**config.mk**
```make
export PLATFORM = sky130hd
export DESIGN_NAME = clint_responder
export DESIGN_NICKNAME = d
export VERILOG_FILES = /design/src/rtl/clint_responder.sv
export SDC_FILE = /design/constraint.sdc
export NUM_CORES = 1
export LEC_CHECK = 0
export CAP_MARGIN = 25
export CORE_MARGIN = 2
export CORE_UTILIZATION = 27
export CTS_CLUSTER_SIZE = 12
export DETAILED_ROUTE_END_ITERATION = 6
export GPL_TIMING_DRIVEN = 0
export SLEW_MARGIN = 40
export SYNTH_ARGS = -nofsm -noshare
export SYNTH_HDL_FRONTEND = slang
export SYNTH_SLANG_ARGS = --single-unit
```
**constraint.sdc**
```tcl
create_clock -name clock -period 7.46 [get_ports clock]
set_input_delay 1.865 -clock clock [delete_from_list [all_inputs] [get_ports clock]]
set_output_delay 1.865 -clock clock [all_outputs]
set_load 0.01 [all_outputs]
```
**src/rtl/clint_responder.sv**
```systemverilog
// CLINT bus target: msip, mtime and mtimecmp registers, with the msip/mtip interrupt lines.
// Every request gets a single-cycle response on the next clock and there is no backpressure.
module clint_responder #(
  parameter logic [31:0] clint_base_addr = 32'h0200_0000,
  parameter logic [31:0] clint_top_addr  = 32'h0200_C000,
  parameter int unsigned clk_divider_rtc = 30516
) (
  input  logic        clock,
  input  logic        reset,
  input  logic        clint_valid,
  input  logic        clint_instr,
  input  logic [31:0] clint_addr,
  input  logic [31:0] clint_wdata,
  input  logic [3:0]  clint_wstrb,
  output logic [31:0] clint_rdata,
  output logic        clint_ready,
  output logic        clint_msip,
  output logic        clint_mtip,
  output logic [63:0] clint_mtime
);

  localparam logic [31:0] OffMsip    = 32'h0000_0000;
  localparam logic [31:0] OffCmpLo   = 32'h0000_4000;
  localparam logic [31:0] OffCmpHi   = 32'h0000_4004;
  localparam logic [31:0] OffMtimeLo = 32'h0000_BFF8;
  localparam logic [31:0] OffMtimeHi = 32'h0000_BFFC;

  logic [31:0] div_q, div_d;
  logic [63:0] mtime_q, mtime_d;
  logic [63:0] mtimecmp_q, mtimecmp_d;
  logic        msip_q, msip_d;
  logic        mtip_q, mtip_d;
  logic        ready_q, ready_d;
  logic [31:0] rdata_q, rdata_d;

  logic        tick;
  logic        in_win, acc, wr;
  logic [31:0] off_w;
  logic [31:0] wmask;
  logic [63:0] mtime_tick;

  always_comb begin
    tick       = (div_q == clk_divider_rtc);
    div_d      = tick ? 32'd0 : div_q + 32'd1;
    mtime_tick = tick ? mtime_q + 64'd1 : mtime_q;

    // Word offset; addr[1:0] are ignored by masking before the subtract.
    off_w  = (clint_addr & ~32'h3) - clint_base_addr;
    in_win = (clint_addr >= clint_base_addr) && (clint_addr < clint_top_addr);
    acc    = clint_valid && !clint_instr && in_win;
    wr     = acc && (clint_wstrb != 4'b0000);
    wmask  = {{8{clint_wstrb[3]}}, {8{clint_wstrb[2]}},
              {8{clint_wstrb[1]}}, {8{clint_wstrb[0]}}};

    // Reads see the state registered before this edge, so mtime reads are pre-tick.
    rdata_d = 32'd0;
    if (acc) begin
      case (off_w)
        OffMsip:    rdata_d = {31'd0, msip_q};
        OffCmpLo:   rdata_d = mtimecmp_q[31:0];
        OffCmpHi:   rdata_d = mtimecmp_q[63:32];
        OffMtimeLo: rdata_d = mtime_q[31:0];
        OffMtimeHi: rdata_d = mtime_q[63:32];
        default:    rdata_d = 32'd0;
      endcase
    end
    ready_d = clint_valid;

    msip_d     = msip_q;
    mtimecmp_d = mtimecmp_q;
    mtime_d    = mtime_tick;
    if (wr) begin
      case (off_w)
        OffMsip:    if (clint_wstrb[0]) msip_d = clint_wdata[0];
        OffCmpLo:   mtimecmp_d[31:0]  = (mtimecmp_q[31:0] & ~wmask) | (clint_wdata & wmask);
        OffCmpHi:   mtimecmp_d[63:32] = (mtimecmp_q[63:32] & ~wmask) | (clint_wdata & wmask);
        // A written half merges against the pre-tick value; the other half keeps the tick.
        OffMtimeLo: mtime_d[31:0]  = (mtime_q[31:0] & ~wmask) | (clint_wdata & wmask);
        OffMtimeHi: mtime_d[63:32] = (mtime_q[63:32] & ~wmask) | (clint_wdata & wmask);
        default:    ;
      endcase
    end

    mtip_d = (mtime_q >= mtimecmp_q);
  end

  always_ff @(posedge clock or posedge reset) begin
    if (reset) begin
      div_q      <= 32'd0;
      mtime_q    <= 64'd0;
      mtimecmp_q <= 64'hFFFF_FFFF_FFFF_FFFF;
      msip_q     <= 1'b0;
      mtip_q     <= 1'b0;
      ready_q    <= 1'b0;
      rdata_q    <= 32'd0;
    end else begin
      div_q      <= div_d;
      mtime_q    <= mtime_d;
      mtimecmp_q <= mtimecmp_d;
      msip_q     <= msip_d;
      mtip_q     <= mtip_d;
      ready_q    <= ready_d;
      rdata_q    <= rdata_d;
    end
  end

  assign clint_rdata = rdata_q;
  assign clint_ready = ready_q;
  assign clint_msip  = msip_q;
  assign clint_mtip  = mtip_q;
  assign clint_mtime = mtime_q;

endmodule

```
### Yosys cells after proc, flatten, opt, wreduce, memory -nomap -nowiden

Cells that the tools add are included.

| word-level totals | value |
|---|---|
| flip-flop bits (word level) | 195 |
| input bits | 72 |
| output and inout bits | 99 |
| word-level logic and storage cells | 46 |

| operators by class | value |
|---|---|
| $add $sub $neg | 3 |
| order comparisons | 3 |
| eq/ne operators | 5 |
| mux-type cells | 7 |
| bitwise logic cells | 10 |
| reductions and logical operators | 10 |

Operators with widths:

| kind | count |
|---|---|
| $and 32x32->32 | 5 |
| $pmux 32 s5 | 1 |
| $mux 32 | 4 |
| $mux 64 | 2 |
| $or 32x32->32 | 4 |
| $eq 32x15->1 const B | 3 |
| $add 64x1->64 const B | 1 |
| $eq 32x16->1 const B | 2 |
| $ge 64x64->1 | 1 |
| $add 32x1->32 const B | 1 |
| $ge 32x26->1 const B | 1 |
| $logic_not 32->1 | 1 |
| $lt 32x26->1 const B | 1 |
| $not 32->32 | 1 |
| $sub 32x26->32 const B | 1 |
| $logic_and 1x1->1 | 4 |
| $reduce_and 2->1 | 2 |
| $reduce_bool 4->1 | 1 |
| $reduce_and 3->1 | 1 |
| $logic_not 1->1 | 1 |

### Longest topological paths before layout

| logic depth | value |
|---|---|
| word-level depth | 5 |
| depth in mapped cells | 10 |
| gate-level depth less buffers | 8 |

### Least setup slack after synthesis

No wires, ideal clock.

| timing | value |
|---|---|
| kind | input to register |
| start point | input port clint_addr[29] |
| end point | register with a tool-made name |
| setup time | 0.123 ns |
| arrival time | 3.723 ns |
| data required time | 7.337 ns |
| slack | 3.614 ns |
| stages on the path | 7 |
| cells stage by stage | nor4b_1 nand3_1 nor4_4 buf_2 buf_2 nand2_1 o221a_2 |

RTL lines:

| what | line | RTL |
|---|---|---|
| start, declared | 12 | `input logic [31:0] clint_addr,` |

### Final worst setup path

| timing | value |
|---|---|
| start point | input port clint_addr[25] |
| end point | register rdata_q[4], in the netlist clint_rdata[4] |

| between the ends | value |
|---|---|
| cells in the longest elaborated chain, start to end | 4 |

RTL lines:

| what | line | RTL |
|---|---|---|
| $sub 32x26->32, or another cell as far along | 48 | `off_w = (clint_addr & ~32'h3) - clint_base_addr;` |
| $eq 32x16->1, or another cell as far along | 58 | `case (off_w)` |
| $pmux 32 s5 or $logic_and 1x1->1 (tied branches) | 58, 50 |  |
| $mux 32 (*) | 57 | `if (acc) begin` |
| net rdata_d[4] | 34 | `logic [31:0] rdata_q, rdata_d;` |
| end signal, assigned | 103 | `rdata_q <= rdata_d;` |
| end, declared | 34 |  |

Mark *: on every way through the listed nets, which the timed path passes. The rest lies on a longest branch.
A chain may end at the register's enable or synchronous reset.

==> results.sh <==
export IMPL_fin_area_sq_um=15000
export IMPL_place_inst=1973
export IMPL_critPathMaxStageDelay_ns=0.70
export IMPL_clk_insertion_delay_late_ns=0.46
export IMPL_antenna_found_initial=3
export IMPL_ys_top_cells_by_area="dfrtp_1, dfstp_2, mux2_2"
export IMPL_synth_top_cell_area_share=0.276
export IMPL_fmax_ghz=0.213
export IMPL_fin_crit_ns=4.70
export IMPL_setup_violations=0
export IMPL_ctsResizeCount=0
export IMPL_seq_power_share=0.497
export IMPL_cap_violations=0
export IMPL_wl_per_cell_microns=21.9
export IMPL_yosys_cell_types_count=67
export IMPL_powerDensity_nw_per_um2=142
export IMPL_ant_nets=0
export IMPL_cts_tree="yes"
export IMPL_hold_path_class="reg -> reg"
export IMPL_p_sw_uw=522
export IMPL_die_area_sq_um=45700
export IMPL_fill_cells=4353
export IMPL_crit_buf_inv=3
export IMPL_cts_buffers=17
export IMPL_seqCellArea_sq_um=4960
export IMPL_p_int_uw=1610
export IMPL_wl_microns=43900
export IMPL_hold_slack_ns=0.476
export IMPL_ys_flop_type="dfrtp_1"
export IMPL_ys_ff_latch=195
export IMPL_first_iter_violations=1151
export IMPL_die_x_microns=214
export IMPL_max_slew_margin=0.414
export IMPL_final_hold_viol_count=0
export IMPL_core_sq_um=43300
export IMPL_cts_root_buf="clkbuf_16"
export IMPL_htreeDepth=4
export IMPL_grt_ovfl_total=0
export IMPL_area_growth_synth_to_final_pct=26.4
export IMPL_yosysTopAreaCell="dfrtp_1"
export IMPL_die_h_microns=214
export IMPL_hold_buffers=0
export IMPL_cts_sinks=195
export IMPL_worst_setup_path_start_kind="input port"
export IMPL_worstPathRequired_ns=7.78
export IMPL_max_slew_worst_pin_slew_ns=0.879
export IMPL_async_reset_ff_frac=1.00
export IMPL_critPathKind="in -> reg"
export IMPL_end_kind="flop"
export IMPL_grt_first_pass_wirelength_microns=66700
export IMPL_rsz0062_at_grt="no"
export IMPL_peakVddDrop_v=0.000147
export IMPL_synth_edf_count=0
export IMPL_cellLeakagePower_uw=0.00590
export IMPL_crit_arrival_ns=5.01
export IMPL_yosysWarnings=0
export IMPL_seq_area_frac_synth=0.417
export IMPL_combPwrFrac=0.049
export IMPL_setup_ws_ns=2.76
export IMPL_syn_area_per_cell_sq_um=9.75
export IMPL_grt_usage=0.195
export IMPL_initial_core_util=0.275
export IMPL_grt_pass1_vias=10800
export IMPL_cts_path_max_buffers=2
export IMPL_syn_nets=1360
export IMPL_drive_above_1_share=0.167
export IMPL_min_period_over_period=0.629
export IMPL_status="completed"
export IMPL_via_per_inst=5.46
export IMPL_drcViolationCount=0
export IMPL_pre_cts_ws_ns=2.22
export IMPL_finalMaxSlewViolations=0
export IMPL_first_pass_iters=5
export IMPL_worst_path_max_fanout=10
export IMPL_postCtsSetupRepairBufs=0
export IMPL_place_area_sq_um=14400
export IMPL_nets=1547
export IMPL_sw_frac_of_total=0.245
export IMPL_port_buffers=164
export IMPL_routabilityCongestion=0.885
export IMPL_clk_pin_slew_worst_paths_ns=0.07
export IMPL_multiInputGateArea_sq_um=6430
export IMPL_finClkSkew_ns=0.0170
export IMPL_place_hpwl_microns=33600
export IMPL_slowest_stage="nor2_1"
export IMPL_p_clk_frac=0.454
export IMPL_vias=11000
export IMPL_syn_cell_area_sq_um=11900
export IMPL_grt_max_degree=77
export IMPL_rows=76
export IMPL_fin_cells=2008
export IMPL_pin_count=171
export IMPL_syn_inst=1220
export IMPL_cp_cell_sequence="clkdlybuf4s50_1 -> inv_1 -> ha_1 -> xnor2_1 -> and3_1 -> nand2_1 -> nor2_1 -> clkbuf_1 -> a22oi_1 -> a21oi_1"
export IMPL_cpLargestDelayFamily="simple AND/OR/NAND/NOR gates"
-- synth_stat cells (all sizes together) (30+ instances only) --
cell,n
ha,68
dfrtp,131
a21oi,55
dfstp,64
nor4,37
nand2,101
nor3,30
nand3,63
inv,91
nor2,87
and3,31
nand4,51
o21ai,30
mux2,87
-- kinds of logic (layout without fill, tap and decap cells) --
family | count (synthesis) | count (layout) | synth area share
simple gates | 465 | 465 | 0.211
compound gates | 226 | 226 | 0.140
flops | 195 | 195 | 0.417
buf+inv | 140 | 340 | 0.0486
mux | 94 | 94 | 0.0883
fa+ha+maj | 68 | 68 | 0.0716
xor+xnor | 32 | 32 | 0.0236
other cells | 0 | 3 | 0
-- worst paths after layout --
path	from	to	slack [ns]	cells after the start
max in group asynchronous	reset	async pin	4.83	3
setup reg to reg	flop	flop	3.91	8
min in group asynchronous	reset	clint_ready$_DFF_PP0_	1.84	2
hold reg to reg	div_q[31]$_DFF_PP0_	div_q[31]$_DFF_PP0_	0.48	1
hold / removal	div_q[31]$_DFF_PP0_	div_q[31]$_DFF_PP0_	0.48	1
setup / recovery	clint_addr[25]	clint_rdata[4]$_DFF_PP0_	2.76	10
-- final cells by class --
cell class / instances / share of cell area
Multi-Input combinational cell: 885 / 0.428
Sequential cell: 195 / 0.330
Timing Repair Buffer: 168 / 0.114
Tap cell: 585 / 0.0487
Clock buffer: 18 / 0.0286
Inverter: 91 / 0.0232
Buffer: 49 / 0.0158
Clock inverter: 14 / 0.0111
Antenna cell: 3 / 0.000500
-- layout by cell type (no fill, tap or decap), types with 6 or more instances in the layout --
cell | synthesis | final
clkdlybuf4s50_1 | 0 | 164
dfrtp_1 | 131 | 131
nand2_1 | 101 | 101
inv_1 | 91 | 90
nor2_1 | 87 | 87
mux2_2 | 87 | 87
ha_1 | 68 | 68
dfstp_2 | 64 | 64
nand3_1 | 63 | 63
a21oi_1 | 55 | 55
nand4_1 | 51 | 51
and3_1 | 31 | 31
o21ai_0 | 30 | 30
nor3_1 | 30 | 28
a222oi_1 | 28 | 28
clkbuf_1 | 26 | 26
nor4_1 | 27 | 22
xnor2_1 | 18 | 18
clkbuf_16 | 0 | 17
and2_1 | 15 | 15
and4_1 | 14 | 14
o211ai_1 | 14 | 14
xor2_1 | 14 | 14
a211oi_1 | 12 | 12
buf_2 | 11 | 12
o211a_1 | 9 | 9
o21a_1 | 9 | 9
a311oi_1 | 9 | 9
nor4_2 | 6 | 8
o221a_2 | 8 | 8
nor4_4 | 4 | 7
mux2i_1 | 7 | 7
nor4b_1 | 6 | 6
or4_1 | 6 | 6
a22oi_1 | 6 | 6
-- power by group through the flow --
stage | clock [uW] | sequential [uW] | combinational (uW)
after floorplan | 0 | 1080 | 34.7
after global placement | 0 | 1080 | 100
after detailed placement | 0 | 1080 | 105
after CTS | 990 | 1060 | 106
after global routing | 1030 | 1060 | 114
final | 967 | 1060 | 104
-- metal layers --
layer / wire (microns) / vias to the layer above / track usage / share of wire
met2: 20600 / 470 / 0.317 / 0.47
met4: 1090 / 2 / 0.0644 / 0.025
li1: - / 4956 / - / -
met3: 3720 / 64 / 0.0494 / 0.085
met5: 13 / - / 0 / 0.00030
met1: 18500 / 5471 / 0.253 / 0.42
-- worst register-to-register path: cells and delay by family (launching register included) --
kind,cells,cell delay (ns)
flip-flops,1,0.52
buffers and inverters,1,0.42
adder cells (fa/ha/maj),1,0.28
AND/OR/NAND/NOR,5,1.95
AO/OA/AOI/OAI,1,0.29
-- stage by stage --
| step | setup TNS, ns | utilization | power, uW |
|---|---|---|---|
| CTS | 0 | 0.347 | 2150 |
| floorplan | 0 | - | 1110 |
| detailed placement | 0 | 0.333 | 1180 |
| finish | 0 | 0.347 | 2130 |
| global route | 0 | 0.347 | 2200 |
| global placement | -391.66 | 0.330 | 1180 |
Note: power is estimated with default switching activity, not from simulation.
